===== src/rtl/loba_mult_seq_if.sv =====
// Request/result stream bundle for loba_mult_seq; master drives requests, slave is the multiplier.
// The sgn field exists only when LOBA_SIGNED_EN is defined.
interface loba_mult_seq_if #(
  parameter int NA = 16,
  parameter int NB = 16
);
  logic              in_valid;
  logic              in_ready;
  logic [NA-1:0]     a;
  logic [NB-1:0]     b;
  logic [1:0]        mode;
`ifdef LOBA_SIGNED_EN
  logic              sgn;
`endif
  logic              out_valid;
  logic              out_ready;
  logic [NA+NB-1:0]  r;

  modport master (
`ifdef LOBA_SIGNED_EN
    output sgn,
`endif
    output in_valid, a, b, mode, out_ready,
    input  in_ready, out_valid, r
  );

  modport slave (
`ifdef LOBA_SIGNED_EN
    input  sgn,
`endif
    input  in_valid, a, b, mode, out_ready,
    output in_ready, out_valid, r
  );
endinterface


===== src/rtl/loba_mult_seq.sv =====
// Sequential LOBA approximate multiplier: one KxK leading-one segment product per cycle into an accumulator.
// Optional feature macro LOBA_SIGNED_EN adds two's-complement operands selected per request by sgn.
module loba_mult_seq #(
  parameter int K  = 4,
  parameter int NA = 16,
  parameter int NB = 16
) (
  input logic              clk_i,
  input logic              rst_i,
  loba_mult_seq_if.slave   bus
);
  localparam int NR = NA + NB;
  localparam int NM = (NA > NB) ? NA : NB;
  localparam int KW = $clog2(NM);
  localparam int SW = KW + 1;

  // IDLE wait for request | SPLIT magnitudes and segments | ACC one term per cycle | DONE hold result
  typedef enum logic [1:0] {IDLE, SPLIT, ACC, DONE} state_e;

  state_e          state_q, state_d;
  logic [NA-1:0]   a_q;
  logic [NB-1:0]   b_q;
  logic [1:0]      mode_q;
  logic            sgn_q;
  logic [1:0]      cnt_q;
  logic [K-1:0]    xah_q, xal_q, xbh_q, xbl_q;
  logic [KW-1:0]   kah_q, kal_q, kbh_q, kbl_q;
  logic [NR-1:0]   acc_q;
  logic [NR-1:0]   r_q;

  function automatic logic [KW-1:0] lead_idx(input logic [NM-1:0] x);
    lead_idx = KW'(K - 1);
    for (int i = K; i < NM; i++) begin
      if (x[i]) lead_idx = KW'(i);
    end
  endfunction

  function automatic logic [K-1:0] seg_val(input logic [NM-1:0] x, input logic [KW-1:0] k);
    logic [NM-1:0] sh;
    sh = x >> (k - KW'(K - 1));
    return sh[K-1:0];
  endfunction

  function automatic logic [NM-1:0] seg_rem(input logic [NM-1:0] x, input logic [KW-1:0] k);
    logic [NM-1:0] mask;
    mask = (NM'(1) << (k - KW'(K - 1))) - NM'(1);
    return x & mask;
  endfunction

  logic            neg;
  logic [NA-1:0]   mag_a;
  logic [NB-1:0]   mag_b;
  logic [NM-1:0]   ext_a, ext_b, rem_a, rem_b;
  logic [KW-1:0]   kah_d, kal_d, kbh_d, kbl_d;
  logic [K-1:0]    xah_d, xal_d, xbh_d, xbl_d;

  always_comb begin
    neg   = sgn_q & (a_q[NA-1] ^ b_q[NB-1]);
    mag_a = (sgn_q && a_q[NA-1]) ? -a_q : a_q;
    mag_b = (sgn_q && b_q[NB-1]) ? -b_q : b_q;
    ext_a = NM'(mag_a);
    ext_b = NM'(mag_b);
    kah_d = lead_idx(ext_a);
    xah_d = seg_val(ext_a, kah_d);
    rem_a = seg_rem(ext_a, kah_d);
    kal_d = lead_idx(rem_a);
    xal_d = seg_val(rem_a, kal_d);
    kbh_d = lead_idx(ext_b);
    xbh_d = seg_val(ext_b, kbh_d);
    rem_b = seg_rem(ext_b, kbh_d);
    kbl_d = lead_idx(rem_b);
    xbl_d = seg_val(rem_b, kbl_d);
  end

  // cnt_q counts down the remaining terms; idx walks HH, HL, LH, LL
  logic [1:0]      idx;
  logic [K-1:0]    xa, xb;
  logic [KW-1:0]   ka, kb;
  logic [2*K-1:0]  prod;
  logic [SW-1:0]   shamt;
  logic [NR-1:0]   term, sum;

  always_comb begin
    idx = mode_q - cnt_q;
    xa  = xah_q;
    ka  = kah_q;
    xb  = xbh_q;
    kb  = kbh_q;
    case (idx)
      2'd1:    begin xb = xbl_q; kb = kbl_q; end
      2'd2:    begin xa = xal_q; ka = kal_q; end
      2'd3:    begin xa = xal_q; ka = kal_q; xb = xbl_q; kb = kbl_q; end
      default: ;
    endcase
    prod  = {{K{1'b0}}, xa} * {{K{1'b0}}, xb};
    shamt = SW'(ka) + SW'(kb) - SW'(2 * (K - 1));
    term  = NR'(prod) << shamt;
    sum   = acc_q + term;
  end

  always_ff @(posedge clk_i) begin
    if (rst_i) state_q <= IDLE;
    else       state_q <= state_d;
  end

  always_comb begin
    state_d = state_q;
    case (state_q)
      IDLE:    if (bus.in_valid) state_d = SPLIT;
      SPLIT:   state_d = ACC;
      ACC:     if (cnt_q == 2'd0) state_d = DONE;
      DONE:    if (bus.out_ready) state_d = IDLE;
      default: state_d = IDLE;
    endcase
  end

  always_comb begin
    bus.in_ready  = 1'b0;
    bus.out_valid = 1'b0;
    case (state_q)
      IDLE:    bus.in_ready  = 1'b1;
      DONE:    bus.out_valid = 1'b1;
      default: ;
    endcase
  end

  assign bus.r = r_q;

  always_ff @(posedge clk_i) begin
    if (rst_i) begin
      a_q    <= '0;
      b_q    <= '0;
      mode_q <= '0;
      sgn_q  <= 1'b0;
      cnt_q  <= '0;
      xah_q  <= '0;
      xal_q  <= '0;
      xbh_q  <= '0;
      xbl_q  <= '0;
      kah_q  <= '0;
      kal_q  <= '0;
      kbh_q  <= '0;
      kbl_q  <= '0;
      acc_q  <= '0;
      r_q    <= '0;
    end else begin
      case (state_q)
        IDLE: begin
          if (bus.in_valid) begin
            a_q    <= bus.a;
            b_q    <= bus.b;
            mode_q <= bus.mode;
`ifdef LOBA_SIGNED_EN
            sgn_q  <= bus.sgn;
`else
            sgn_q  <= 1'b0;
`endif
            acc_q  <= '0;
          end
        end
        SPLIT: begin
          xah_q <= xah_d;
          kah_q <= kah_d;
          xal_q <= xal_d;
          kal_q <= kal_d;
          xbh_q <= xbh_d;
          kbh_q <= kbh_d;
          xbl_q <= xbl_d;
          kbl_q <= kbl_d;
          cnt_q <= mode_q;
        end
        ACC: begin
          acc_q <= sum;
          cnt_q <= cnt_q - 1'b1;
          if (cnt_q == 2'd0) r_q <= neg ? -sum : sum;
        end
        default: ;
      endcase
    end
  end
endmodule

===== src/flat_wrapper.sv =====
// flat-port wrapper written by rule: the top's interface ports become plain ports
module loba_mult_seq_flat 
#(
  parameter int K  = 4,
  parameter int NA = 16,
  parameter int NB = 16
)
  (clk_i, rst_i, bus_in_valid, bus_a, bus_b, bus_mode, bus_out_ready, bus_in_ready, bus_out_valid, bus_r);
  loba_mult_seq_if #(.NA(NA), .NB(NB)) bus_i ();
  input logic clk_i;
  input logic rst_i;
  input wire logic [$bits(bus_i.in_valid)-1:0] bus_in_valid;
  input wire logic [$bits(bus_i.a)-1:0] bus_a;
  input wire logic [$bits(bus_i.b)-1:0] bus_b;
  input wire logic [$bits(bus_i.mode)-1:0] bus_mode;
  input wire logic [$bits(bus_i.out_ready)-1:0] bus_out_ready;
  output wire logic [$bits(bus_i.in_ready)-1:0] bus_in_ready;
  output wire logic [$bits(bus_i.out_valid)-1:0] bus_out_valid;
  output wire logic [$bits(bus_i.r)-1:0] bus_r;
  assign bus_i.in_valid = bus_in_valid;
  assign bus_i.a = bus_a;
  assign bus_i.b = bus_b;
  assign bus_i.mode = bus_mode;
  assign bus_i.out_ready = bus_out_ready;
  assign bus_in_ready = bus_i.in_ready;
  assign bus_out_valid = bus_i.out_valid;
  assign bus_r = bus_i.r;
  loba_mult_seq #(.K(K), .NA(NA), .NB(NB)) u_core (.clk_i(clk_i), .rst_i(rst_i), .bus(bus_i));
endmodule

===== config.mk =====
export PLATFORM = sky130hd
export DESIGN_NAME = loba_mult_seq_flat
export DESIGN_NICKNAME = d
export VERILOG_FILES = /design/src/rtl/loba_mult_seq_if.sv /design/src/rtl/loba_mult_seq.sv /design/src/flat_wrapper.sv
export SDC_FILE = /design/constraint.sdc
export NUM_CORES = 1
export LEC_CHECK = 0
export CAP_MARGIN = 10
export CORE_ASPECT_RATIO = 1.2
export CORE_MARGIN = 2
export CORE_UTILIZATION = 35
export CTS_BUF_LIST = sky130_fd_sc_hd__clkbuf_16
export DETAILED_ROUTE_END_ITERATION = 7
export SLEW_MARGIN = 20
export SYNTH_ARGS = -nofsm -noshare
export SYNTH_HDL_FRONTEND = slang
export SYNTH_SLANG_ARGS = --single-unit
export TNS_END_PERCENT = 20

===== constraint.sdc =====
create_clock -name clk_i -period 11.25 [get_ports clk_i]
set_input_delay 3.375 -clock clk_i [delete_from_list [all_inputs] [get_ports clk_i]]
set_output_delay 3.375 -clock clk_i [all_outputs]
set_load 0.02 [all_outputs]

== After elaboration in Yosys (flattened, before gate mapping) ==
Index checks and enable logic that the tools add are counted.

* Flip-flop bits (word level): 134
* Bits of input ports: 38
* Output and inout port bits: 34
* Word-level logic and storage cells: 116

* $add $sub $neg: 11
* Multipliers: 1
* Equality and inequality tests: 9
* Shifts and indexed selects: 7
* Mux-type cells: 61
* Bitwise gates (word level): 2
* Reduce and logical (&&, ||, !) cells: 10

{| class="wikitable"
|+ Operator list
! cell !! count
|-
| 4-bit 2-to-1 mux || 36
|-
| 32-bit one-hot mux with 2 select lines || 1
|-
| 16-bit by 4-bit >> shifter with 4-bit output || 4
|-
| 3-bit 2-to-1 mux || 16
|-
| 32-bit adder || 1
|-
| 16-bit AND || 2
|-
| 32-bit 2-to-1 mux || 1
|-
| 1-bit by 4-bit << shifter with 16-bit output, first input constant || 2
|-
| 8-bit by 5-bit << shifter with 32-bit output || 1
|-
| 16-bit by 2-bit subtractor with 16-bit output, second input constant || 2
|-
| 4-bit by 2-bit subtractor with 4-bit output, second input constant || 4
|-
| 2-bit equality test, second input constant || 4
|-
| 4-bit by 4-bit multiplier with 8-bit output || 1
|-
| 2-bit one-hot mux with 4 select lines || 1
|-
| 2-bit 2-to-1 mux || 3
|-
| 2-bit AND reduction || 3
|-
| 4-bit by 4-bit adder with 5-bit output || 1
|-
| 5-bit by 3-bit subtractor with 5-bit output, second input constant || 1
|-
| 2-bit by 1-bit equality test with 1-bit output, second input constant || 2
|-
| 2-bit logical NOT || 2
|-
| 2-bit != test, second input constant || 2
|-
| 2-bit one-hot mux with 2 select lines || 1
|-
| 2-bit nonzero test || 2
|-
| 2-bit OR reduction || 2
|-
| other kinds (5) || 6
|}

== Depth between registers and ports, before layout ==
Gate-level depths: netlist (run 1).

* Depth after elaboration: 30
* Depth in mapped cells: 35
* Mapped depth without buffers: 35

== Least setup slack after synthesis (run 1) ==
Ideal clock, no wire load.

* Path type: register to register
* Start point: register u_core.mode_q[0]
* End point: register u_core.acc_q[30]
* Setup time: 0.128 ns
* Data arrival time: 7.530 ns
* Data required time: 11.122 ns
* Setup slack: 3.592 ns
* Stages on the path, launching flop included: 35
* Buffers on the path: 0
* Clock period less this slack: 7.658 ns
* Cell sequence: dfxtp_1 inv_1 ha_1 xor2_1 xnor2_1 mux2i_1 or2_2 fa_1 fa_1 inv_1 ha_1 a21o_1 a21oi_1 o21bai_1 a21oi_1 xnor2_1 a21oi_1 a21oi_1 mux2_2 a22oi_1 nor2_1 ha_1 a21oi_1 nor2_1 or4_1 or3_1 o21ai_0 a21o_1 a21oi_1 a31oi_1 o21ai_0 a311oi_1 xnor2_1 a22oi_1 nor2_1

* Longest elaborated chain between the ends: 9
* Elaborated cells between the ends (all ways): 16
* Classes of those cells: add/sub: 4; mul: 1; eq/ne: 3; shift: 1; mux: 5; reduce/logical: 2

{| class="wikitable"
|+ RTL lines
! element !! line !! source
|-
| from (decl) || loba_mult_seq.sv:23 || <nowiki>logic [1:0] mode_q;</nowiki>
|-
| from (signal assigned) || loba_mult_seq.sv:152 || <nowiki>mode_q <= bus.mode;</nowiki>
|-
| 2-bit subtractor (*) || loba_mult_seq.sv:84 || <nowiki>idx = mode_q - cnt_q;</nowiki>
|-
| parallel branches: the longest is 5 deep, another holds 4-bit by 4-bit multiplier with 8-bit output || -- ||
|-
| 8-bit by 5-bit << shifter with 32-bit output (*) || loba_mult_seq.sv:97 || <nowiki>term = NR'(prod) << shamt;</nowiki>
|-
| 32-bit adder (*) || loba_mult_seq.sv:98 || <nowiki>sum = acc_q + term;</nowiki>
|-
| 32-bit one-hot mux with 2 select lines (*) || loba_mult_seq.sv:147 || <nowiki>case (state_q)</nowiki>
|-
| to (signal assigned) || loba_mult_seq.sv:173 || <nowiki>acc_q <= sum;</nowiki>
|-
| to (decl) || loba_mult_seq.sv:28 || <nowiki>logic [NR-1:0] acc_q;</nowiki>
|}

Mark *: on every way between the ends.
A chain may end at the register's enable or synchronous reset.

== Worst setup path in the final report (run 1) ==
Same ends and word-level chain as after synthesis.

==> flow_metrics.tcl, run 1 <==
set metrics [dict create \
    status "finished, final reports clean" \
    synth_fa_ha_area_share_pct 9.11 \
    track_usage_pct 19.0 \
    wl_per_cell_um 16.5 \
    syn2layout_area_growth_pct 13.9 \
    dr.pass1.iters 7 \
    antenna_found_initial 0 \
    dpl.cell_count 1882 \
    place_hpwl_um 23500 \
    crit_type "reg2reg" \
    clock-root-buffer "clkbuf_16" \
    initial_core_util_pct 35.4 \
    fin_skew_ns 0.0115 \
    worstSetupStartpointType "flop" \
    synth_top_family_by_area "compound AO/OA/AOI/OAI gates" \
    syn-num-nets 1604 \
    fin_total_pwr_mw 4.38 \
    synth_warnings 0 \
    ys_async_sr_fraction_pct 0 \
    gp_congestion 0.931 \
    hold_viol 0 \
    finalInstanceArea_mm2 0.0126 \
    die_h_um 199 \
    netlist_instances 1489 \
    rsz0062_at_grt "no" \
    synth_compound_area_share_pct 26.1 \
    synth_edf_count 0 \
    rr_startpoint "u_core.mode_q[0]$_SDFFE_PP0P_" \
    drv_slew 0 \
    cts.sinks 134 \
    p_per_area_mw_per_mm2 347 \
    hold_class "reg2reg" \
    crit_arrival_ns 8.62 \
    num_antenna_cells 0 \
    fin_nets 1615 \
    core_mm2 0.0313 \
    post_synth.cell_area_avg_um2 7.44 \
    cts_buffers 17 \
    synthMuxAreaShare_pct 8.86 \
    fill_cells 3318 \
    cp.required_ns 11.53 \
    final_common_cell "nand2_1" \
    finalCritPeriodShare_pct 74.1 \
    fp.dieW_um 166 \
    utilization_pct 40.3 \
    multi_input_area_mm2 0.00786 \
    relSlewSlack_pct 33.7 \
    grt_max_degree 86 \
    hold_buffers 0 \
    syn_area_mm2 0.0111 \
    clk_pin_slew_ns 0.06 \
    post_cts_buffers 0 \
    clock_latency_ns 0.43 \
    final_cell_mix "nand2_1 (210), nor2_1 (191), a21oi_1 (134), dfxtp_1 (134), mux2i_1 (71)" \
    ff_latch_area_mm2 0.00268 \
    portBuffers 71 \
    h-tree-depth 4 \
    fin_crit_ns 8.34 \
    max_freq_ghz 0.120 \
    synthSimpleGateAreaFrac_pct 22.4 \
    clockBufferDepth 2 \
    final_layout_size_suffix_gt1_share_pct 6.55 \
    setup_viol 0 \
    io_pins 72 \
    globalRoute.totalOverflow 0 \
    cp_max_fo 9 \
    worst_pin_slew_ns 0.992 \
    vias 10700 \
    wirelength_um 31500 \
    synth_flop_cell "dfxtp_1" \
    final-instance-count-excl-fill 1913 \
    fp-row-count 71 \
    grt_pass1_wl_um 52100 \
    startpoint "u_core.mode_q[0]$_SDFFE_PP0P_" \
    post_cts_resized 0 \
    leakage_nw 4.98 \
    min-delay-start "u_core.bus.r[21]$_SDFFE_PP0P_" \
    drtAntennaViolNets 0 \
    cap_violations 0 \
    placed_area_mm2 0.0120 \
    critical_path.slowest_cell "fa_1" \
    dieArea_mm2 0.0331 \
    via_per_inst 5.58 \
    end_kind "flop" \
    vdd_drop_max_uv 242 \
    synth_cell_type_count 88 \
    drc 0 \
    fin_tns_setup_ns 0 \
    synth_xor_area_share_pct 4.27 \
    critPathMostFrequentCell "a21oi_1" \
    ys_seq_area_share_pct 24.2 \
    cts_tree "done" \
    drt-initial-drc-count 649 \
    first_global_vias 10300 \
    cpPeakStageDelay_ns 0.59 \
    ys_ff_latch 134 \
]
-- layout make-up --
cell class	instances	area share, %
well taps	401	3.98
inverters	54	1.61
repair buffers	83	6.33
clock buffers	17	3.37
clock inverters	14	1.15
flip-flops and latches	134	21.3
multi-input cells	1210	62.3
-- kinds of logic after synthesis --
group / Yosys count
AO/OA/AOI/OAI: 432
XOR/XNOR: 51
adder cells (fa/ha/maj): 77
buffers and inverters: 145
flip-flops: 134
multiplexers: 90
AND/OR/NAND/NOR: 560
-- cell usage after synthesis (9+ instances only) --
cell	instances	area (µm²)
nand2_1	210	788
o31ai_1	14	105
a211oi_1	28	210
a21o_1	19	143
and2_1	10	62.6
mux2i_1	71	711
nor3_1	30	150
o21ai_0	58	290
a21oi_1	135	676
ha_1	71	888
nor2_1	191	717
xnor2_1	39	342
inv_1	53	199
a311oi_1	10	87.6
o211ai_1	19	143
dfxtp_1	134	2680
mux2_2	14	158
a31oi_1	14	87.6
a22oi_1	30	225
clkbuf_1	84	315
or2_2	14	87.6
o21a_1	10	75.1
nand2b_1	21	131
xor2_1	10	87.6
nand3_1	29	145
nor2b_1	9	56.3
-- final timing paths --
kind	end	slack [ns]	cells past startpoint
min	u_core.bus.r[21]$_SDFFE_PP0P_	0.45	2
min reg2reg	u_core.bus.r[21]$_SDFFE_PP0P_	0.45	2
max	u_core.acc_q[30]$_SDFFE_PP0P_	2.91	34
max reg2reg	u_core.acc_q[30]$_SDFFE_PP0P_	2.91	34
-- per-layer routing --
layer / up-vias / wire length [µm] / track usage [%]
li1: 5361 / - / -
met1: 4994 / 14100 / 23.1
met2: 258 / 15500 / 34.4
met3: 56 / 1020 / 2.43
met4: 0 / 849 / 6.86
met5: - / 0 / 0
-- critical path: cells and delay by family (launching register included) --
| kind | cells | cell delay (ns) |
|---|---|---|
| adders and majority gates | 5 | 1.92 |
| xor gates and xnor gates | 4 | 0.93 |
| and+or+nand+nor | 6 | 1.28 |
| AOI/OAI and AO/OA | 15 | 2.97 |
| muxes | 2 | 0.59 |
| DFF | 1 | 0.34 |
| buffers and inverters | 2 | 0.12 |
-- where the power goes --
part           switching [mW]  leakage, nW  internal, mW
clock network           0.213        0.291         0.341
logic                    2.00         3.60          1.17
registers              0.0953         1.09         0.564
total                    2.31         4.98          2.07
-- per-stage QoR --
| stage | setup slack (ns) | hold WS [ns] |
|---|---|---|
| after floorplan | 3.59 | 0.438 |
| after global placement | 2.80 | 0.442 |
| after detailed placement | 2.59 | 0.447 |
| after CTS | 2.58 | 0.455 |
| after global routing | 2.31 | 0.475 |
| final | 2.91 | 0.450 |
-- sequential cells by signal (all words and copies together) (netlist names) --
signal	flops
u_core.xbl_q	4
u_core.kbl_q	4
u_core.state_q	2
u_core.bus.r	32
u_core.cnt_q	2
u_core.kah_q	4
u_core.kal_q	4
u_core.b_q	16
u_core.xah_q	4
u_core.xbh_q	4
u_core.kbh_q	4
u_core.xal_q	4
u_core.a_q	16
u_core.acc_q	32
u_core.mode_q	2
Power figures use the tool's default switching activity.
==> inputs of run 2 (changes only) <==
==> constraint.sdc (replaced) <==
create_clock -name clk_i -period 8.35 [get_ports clk_i]
set_input_delay 2.505 -clock clk_i [delete_from_list [all_inputs] [get_ports clk_i]]
set_output_delay 2.505 -clock clk_i [all_outputs]
set_load 0.02 [all_outputs]
==> flow_metrics.tcl, run 2 (synthesis results as in run 1) <==
set metrics [dict create \
    post_cts_resized 0 \
    critPathMostFrequentCell "a21oi_1" \
    drv_slew 0 \
    fp-row-count 71 \
    switching_share_pct 52.4 \
    grt_pass1_wl_um 51700 \
    clock_latency_ns 0.43 \
    fin_total_pwr_mw 6.01 \
    routed-wl-met2_um 15500 \
    cts_buffers 17 \
    dieArea_mm2 0.0331 \
    cp.required_ns 8.64 \
    gp_congestion 0.944 \
    h-tree-depth 4 \
    drt-initial-drc-count 693 \
    p_per_area_mw_per_mm2 474 \
    cp_top_family "compound AO/OA/AOI/OAI gates" \
    clockBufferDepth 2 \
    globalRoute.totalOverflow 0 \
    critical_path.slowest_cell "fa_1" \
    intPower_mw 2.86 \
    via_per_inst 5.57 \
    num_antenna_cells 0 \
    fp.dieW_um 166 \
    wl_per_cell_um 16.4 \
    hold_class "reg2reg" \
    fill_cells 3254 \
    final_cell_mix "nand2_1 (210), nor2_1 (191), a21oi_1 (134), dfxtp_1 (134), mux2i_1 (71)" \
    place_hpwl_um 23400 \
    leakage_nw 5.01 \
    final_common_cell "nand2_1" \
    syn2layout_area_growth_pct 14.5 \
    cp_max_fo 5 \
    hold_viol 0 \
    die_h_um 199 \
    cap_violations 0 \
    fin_nets 1622 \
    wl_met1_um 14000 \
    clkPwrFrac_pct 12.7 \
    vias 10700 \
    finalCritPeriodShare_pct 92.5 \
    cts.sinks 134 \
    fin_tns_setup_ns 0 \
    crit_type "reg2reg" \
    dr.pass1.iters 5 \
    setup_viol 0 \
    power_frac_comb_pct 72.4 \
    max_freq_ghz 0.129 \
    pwr-share-seq_pct 14.9 \
    post_cts_buffers 0 \
    wirelength_um 31500 \
    cts_tree "done" \
    fin_crit_ns 7.73 \
    antenna_found_initial 0 \
    worst-path-buf-inv 2 \
    drc 0 \
    crit_arrival_ns 8.02 \
    hold_buffers 0 \
    end_kind "flop" \
    p_sw_mw 3.15 \
    relSlewSlack_pct 33.5 \
    initial_core_util_pct 35.4 \
    route.met3.wl_um 1190 \
    worstSetupStartpointType "flop" \
    grt_max_degree 73 \
    cpPeakStageDelay_ns 0.60 \
    track_usage_pct 18.9 \
    status "finished, final reports clean" \
    top_layer "met4" \
    fin_skew_ns 0.0107 \
    clock-root-buffer "clkbuf_16" \
    vdd_drop_max_uv 242 \
    core_mm2 0.0313 \
    worst_pin_slew_ns 0.996 \
    first_global_vias 10000 \
    portBuffers 71 \
    io_pins 72 \
    rsz0062_at_grt "no" \
    final_layout_size_suffix_gt1_share_pct 7.17 \
    drtAntennaViolNets 0 \
    clk_pin_slew_ns 0.06 \
]
## run 2: layout make-up
type	instances	area, µm²	share of cell area, %
tap	401	502	3.96
sequential	134	2680	21.1
clock inverter	15	164	1.29
inverter	54	203	1.60
clock buffer	17	425	3.35
timing repair buffer	90	851	6.71
multi-input combinational	1210	7860	61.9
## run 2: final timing paths
kind | start | end | slack [ns] | cells after the start
worst max register to register | u_core.mode_q[0]$_SDFFE_PP0P_ | u_core.acc_q[30]$_SDFFE_PP0P_ | 0.62 | 34
worst min-delay path | u_core.bus.r[17]$_SDFFE_PP0P_ | u_core.bus.r[17]$_SDFFE_PP0P_ | 0.45 | 2
worst min register to register | u_core.bus.r[17]$_SDFFE_PP0P_ | u_core.bus.r[17]$_SDFFE_PP0P_ | 0.45 | 2
worst max-delay path | u_core.mode_q[0]$_SDFFE_PP0P_ | u_core.acc_q[30]$_SDFFE_PP0P_ | 0.62 | 34
## run 2: stage by stage
step	std cells	util (%)	cell area [µm²]	hold slack [ns]	setup WS, ns
after detailed placement	1889	38.6	12100	0.446	0.405
final	1921	40.6	12700	0.451	0.625
after floorplan	1489	-	11100	0.438	0.692
after CTS	1921	40.5	12700	0.455	0.386
after global placement	1889	38.6	12100	0.443	0.533
after global routing	1921	40.6	12700	0.477	0.0387
## run 2: power groups by stage
stage / Clock (mW) / Combinational (mW) / Sequential (mW)
4_1_cts: 0.780 / 4.31 / 0.895
3_5_place_dp: 0 / 4.29 / 0.908
2_1_floorplan: 0 / 3.37 / 0.844
6_report: 0.765 / 4.35 / 0.897
5_1_grt: 0.810 / 4.80 / 0.912
3_3_place_gp: 0 / 4.26 / 0.906
## run 2: worst reg2reg max path, delay by kind of cell (launching register included)
family                     cells  cell delay (ns)
AOI/OAI and AO/OA             15             2.81
xor gates and xnor gates       4             0.67
adders and majority gates      5             1.87
buffers and inverters          2             0.11
DFF                            1             0.34
muxes                          2             0.68
and+or+nand+nor                6             1.09
## run 2: routing by layer
| metal | GRT usage [%] | vias to the layer above |
|---|---|---|
| met3 | 2.75 | 59 |
| met4 | 6.29 | 0 |
| li1 | - | 5378 |
| met2 | 33.8 | 273 |
| met1 | 23.4 | 4993 |
| met5 | 0 | - |
